[src/rtl/mem_line_master.sv]
// Miss-service initiator for the 128-bit slow_memory block port: optional dirty
// write-back followed by optional refill, with per-transaction timeout.
module mem_line_master #(
  parameter int TIMEOUT = 64
) (
  input  logic         clk,
  input  logic         rst_n,
  input  logic         req_valid,
  output logic         req_ready,
  input  logic         req_wb,
  input  logic         req_fill,
  input  logic [27:0]  wb_addr,
  input  logic [127:0] wb_data,
  input  logic [27:0]  fill_addr,
  output logic         done,
  output logic         fill_valid,
  output logic [127:0] fill_data,
  output logic         err,
  output logic [15:0]  busy_cycles,
  output logic         mem_read,
  output logic         mem_write,
  output logic [27:0]  mem_addr,
  output logic [127:0] mem_wdata,
  input  logic [127:0] mem_rdata,
  input  logic         mem_ready
);

  typedef enum logic [2:0] {
    IDLE     = 3'd0,
    WB_REQ   = 3'd1,
    GAP      = 3'd2,
    FILL_REQ = 3'd3,
    RESP     = 3'd4
  } state_t;

  localparam int CW = $clog2(TIMEOUT + 1);
  localparam logic [CW-1:0] WAIT_LAST = CW'(TIMEOUT - 1);
  localparam logic [CW-1:0] WAIT_ONE  = CW'(1);

  state_t         state_r;
  state_t         state_s;
  logic [CW-1:0]  wait_r;
  logic [27:0]    fill_addr_r;
  logic           fill_pend_r;
  logic           fill_ok_r;
  logic           wait_exp_s;

  assign wait_exp_s = (wait_r == WAIT_LAST);

  // Outputs decoded straight from the state register.
  assign req_ready  = (state_r == IDLE);
  assign mem_write  = (state_r == WB_REQ);
  assign mem_read   = (state_r == FILL_REQ);
  assign done       = (state_r == RESP);
  assign fill_valid = (state_r == RESP) && fill_ok_r;

  // Next-state decode; a ready on the last allowed wait cycle still wins over the abort.
  always_comb begin
    state_s = state_r;
    case (state_r)
      IDLE: begin
        if (req_valid && req_wb) begin
          state_s = WB_REQ;
        end else if (req_valid && req_fill) begin
          state_s = FILL_REQ;
        end else begin
          state_s = IDLE;
        end
      end
      WB_REQ: begin
        if (mem_ready) begin
          state_s = fill_pend_r ? GAP : RESP;
        end else if (wait_exp_s) begin
          state_s = RESP;
        end else begin
          state_s = WB_REQ;
        end
      end
      GAP: state_s = FILL_REQ;
      FILL_REQ: begin
        if (mem_ready || wait_exp_s) begin
          state_s = RESP;
        end else begin
          state_s = FILL_REQ;
        end
      end
      RESP:    state_s = IDLE;
      default: state_s = IDLE;
    endcase
  end

  // State, command latches, wait counter, memory-side registers and status.
  always_ff @(posedge clk or negedge rst_n) begin
    if (!rst_n) begin
      state_r     <= IDLE;
      wait_r      <= '0;
      fill_addr_r <= 28'd0;
      fill_pend_r <= 1'b0;
      fill_ok_r   <= 1'b0;
      mem_addr    <= 28'd0;
      mem_wdata   <= 128'd0;
      fill_data   <= 128'd0;
      err         <= 1'b0;
      busy_cycles <= 16'd0;
    end else begin
      state_r <= state_s;
      if ((state_r != IDLE) && (busy_cycles != 16'hFFFF)) begin
        busy_cycles <= busy_cycles + 16'd1;
      end
      case (state_r)
        IDLE: begin
          if (req_valid && (req_wb || req_fill)) begin
            fill_pend_r <= req_fill;
            fill_addr_r <= fill_addr;
            fill_ok_r   <= 1'b0;
            wait_r      <= '0;
            mem_addr    <= req_wb ? wb_addr : fill_addr;
            if (req_wb) begin
              mem_wdata <= wb_data;
            end
          end
        end
        WB_REQ: begin
          if (mem_ready) begin
            wait_r <= '0;
            if (fill_pend_r) begin
              mem_addr <= fill_addr_r;
            end
          end else if (wait_exp_s) begin
            err <= 1'b1;
          end else begin
            wait_r <= wait_r + WAIT_ONE;
          end
        end
        FILL_REQ: begin
          if (mem_ready) begin
            fill_data <= mem_rdata;
            fill_ok_r <= 1'b1;
          end else if (wait_exp_s) begin
            err <= 1'b1;
          end else begin
            wait_r <= wait_r + WAIT_ONE;
          end
        end
        default: begin
        end
      endcase
    end
  end

endmodule

[config.mk]
export PLATFORM = sky130hd
export DESIGN_NAME = mem_line_master
export DESIGN_NICKNAME = d
export VERILOG_FILES = /design/src/rtl/mem_line_master.sv
export SDC_FILE = /design/constraint.sdc
export NUM_CORES = 1
export LEC_CHECK = 0
export CORE_AREA = 4 4 238 240
export CTS_BUF_LIST = sky130_fd_sc_hd__clkbuf_4
export DETAILED_ROUTE_END_ITERATION = 8
export DIE_AREA = 0 0 242 244
export PLACE_DENSITY_LB_ADDON = 0.2
export REMOVE_ABC_BUFFERS = 1
export SLEW_MARGIN = 10
export SYNTH_ARGS = -nofsm -noshare
export SYNTH_HDL_FRONTEND = slang
export SYNTH_SLANG_ARGS = --single-unit
[constraint.sdc]
create_clock -name clk -period 4.66 [get_ports clk]
set_input_delay 1.165 -clock clk [delete_from_list [all_inputs] [get_ports clk]]
set_output_delay 1.165 -clock clk [all_outputs]
set_load 0.02 [all_outputs]
==> impl_metrics.yaml <==
setup_path:
  startpoint_type: "register"
  worst-r2r-setup-slack_ps: 1660
  cp_max_fo: 57
  endpoint_kind: "output pin"
  cpPeakStageDelay_ps: 610
  cp.required_ps: 3490
  crit_type: "register to output pin"
  cp_cell_sequence: "or3b_2 > buf_4 > inv_1 > clkdlybuf4s50_1"
  cpMaxStageDelayCell: "clkdlybuf4s50_1"
  worstPathArrival_ps: 2860
power:
  p_per_area_nw_per_um2: 697
  leakagePower_nw: 9.84
  p_total_mw: 15.6
  vdd_drop_max_mv: 0.355
sta:
  maxSlewViolCount: 0
  clock.fmax_ghz: 0.248
  period_share_pct: 86.5
  rsz0062_at_grt: "no"
  relSlewSlack_pct: 36.9
  whs_ps: 451
  skew_ps: 45.2
  setup_viol: 0
  worstMarginPinSlew_ps: 945
  fin_crit_ps: 4030
  final-hold-violation-count: 0
  setup_tns_ps: 0
grt:
  antenna_found_initial: 9
  gr-usage-all-layers_pct: 15.8
  grt_max_degree: 100
  grt-ovfl-total: 0
  grt_pass1_vias: 11500
  grt_first_pass_wirelength_um: 71800
place:
  dp_hpwl_um: 35200
  io_buffers: 623
  dp.cells: 2230
  place_congestion: 0.791
layout:
  drive_above_1_share_pct: 27.5
  multi_input_area_sq_um: 5120
  area_growth_pct: 58.6
  instances_no_fill: 2417
  fillers: 5262
  regArea_sq_um: 8530
  num-nets-final: 1947
synth:
  ys_types: 49
  synth_warnings: 0
  synth_edf_count: 0
  yosys.area.top_type: "dfrtp_1"
  yosysTopAreaCellShare_pct: 60.6
  synth_area_per_cell_sq_um: 15.0
  synth.most_common_cell: "dfrtp_1"
  synth-seq-area-share_pct: 60.6
  syn_area_sq_um: 14100
  synth_common_cells: "dfrtp_1, mux2_2, mux2_4"
  synth_seq_cells: 341
  synthFlopType: "dfrtp_1"
  synth_cells: 941
  async_flop_share_pct: 100
  synthTopCellsByArea: "dfrtp_1, mux2_2, mux2_4"
flow_run:
  maxCapViolCount: 0
routing:
  topRoutingLayerUsed: "met5"
  via_per_inst: 4.27
  dr_wl_met2_um: 24600
  wl_met1_um: 17300
  vias: 10300
  dr.pass1.iters: 4
  dr.first_iter.drc_count: 301
  wirelength_um: 47700
  final_antenna_net_count: 0
  wl_per_cell_um: 19.7
  wl_met3_um: 4190
  drc_errors: 0
worst_hold_path:
  worst_hold_path_type: "primary input to asynchronous set/reset pin"
floorplan:
  start_util_pct: 25.8
  dieArea_sq_um: 59000
  core-area_sq_um: 54700
  io_pins: 624
  die_w_um: 242
  die_height_um: 244
  rows: 86
cts:
  worst_skew_pair.late_latency_ps: 800
  h-tree-depth: 3
  cts.hold.buffers_added: 0
  tritoncts: "yes"
  cts_root_buf: "clkbuf_4"
  postCtsSetupRepairBufs: 0
  clk_pin_slew_ps: 70
  cts_buffers: 99
  cts_sinks: 341
  cts.repair.resized: 0
  clk_path_buf_depth: 3
status:
  status: "finished, final reports clean"
worst max-delay path, delay by kind of cell, from the launching register on:
family	cells	cell delay [ps]
and+or+nand+nor	1	510
buffers and inverters	3	1050
DFF	1	520
state kept, by name, indices dropped and copies added (netlist names):
register / count
fill_ok_r: 1
fill_data: 128
err: 1
busy_cycles: 16
mem_wdata: 128
mem_addr: 28
fill_pend_r: 1
state_r: 3
fill_addr_r: 28
wait_r: 7
cell families (layout without fill, tap and decap cells):
family	Yosys count	count (layout)	synth area share, %
flip-flops	341	341	60.6
multiplexers	316	316	27.6
AND/OR/NAND/NOR	93	93	3.37
AO/OA/AOI/OAI	91	91	4.14
buffers and inverters	85	849	3.30
XOR/XNOR	13	13	0.808
adder cells (fa/ha/maj)	2	2	0.178
other	0	8	0
metrics by stage:
| stage | cell area (sq um) | setup slack (ps) | utilization [%] |
|---|---|---|---|
| after floorplan | 13800 | -222 | - |
| after global placement | 21100 | 1260 | 38.5 |
| after detailed placement | 21100 | 1190 | 38.5 |
| after CTS | 22300 | 478 | 40.9 |
| after global routing | 22400 | 379 | 40.9 |
| final | 22400 | 630 | 40.9 |
cells in the final DEF (no fill, tap or decap), types with 4 or more instances in the layout:
| cell | n |
|---|---|
| clkdlybuf4s50_1 | 621 |
| dfrtp_1 | 341 |
| mux2_2 | 184 |
| clkbuf_4 | 149 |
| mux2_4 | 100 |
| nand2_1 | 41 |
| o21ai_0 | 39 |
| inv_1 | 31 |
| mux2i_1 | 31 |
| o211ai_1 | 30 |
| clkinv_1 | 23 |
| buf_4 | 11 |
| diode_2 | 8 |
| xnor2_1 | 8 |
| nand3_1 | 7 |
| nor3_1 | 7 |
| or4_1 | 6 |
| xor2_1 | 5 |
| a21oi_1 | 5 |
| and2_1 | 4 |
| nor2_1 | 4 |
| clkinv_4 | 4 |
| nand4_1 | 4 |
| o31ai_1 | 4 |
| buf_12 | 4 |
cell type report:
| type | count | area share [%] |
|---|---|---|
| Antenna cell | 8 | 0.0896 |
| Inverter | 32 | 0.560 |
| Multi-Input combinational cell | 515 | 22.9 |
| Timing Repair Buffer | 638 | 28.6 |
| Sequential cell | 341 | 38.2 |
| Tap cell | 704 | 3.94 |
| Clock buffer | 149 | 5.00 |
| Clock inverter | 30 | 0.700 |
power breakdown:
group / internal (mW) / switching, mW / leakage [nW]
combinational: 3.96 / 3.57 / 4.95
clock: 1.51 / 1.31 / 0.760
sequential: 4.40 / 0.826 / 4.13
routing by layer:
metal	vias to the layer above	track usage (%)
met3	92	7.03
met2	424	28.2
met4	4	6.01
met1	5022	16.5
li1	4767	-
met5	-	0
worst paths after layout:
kind                                     from             to  depth (start not counted)
worst min register to register  fill_data[44]  fill_data[44]                          1
max in group asynchronous               rst_n  fill_data[49]                          2
worst min-delay path                    rst_n  fill_data[15]                          1
min in group clk                fill_data[44]  fill_data[44]                          1
worst max register to register     state_r[2]  mem_wdata[36]                          5
worst max-delay path               state_r[2]      mem_write                          4
Note: power is estimated with default switching activity, not from simulation.
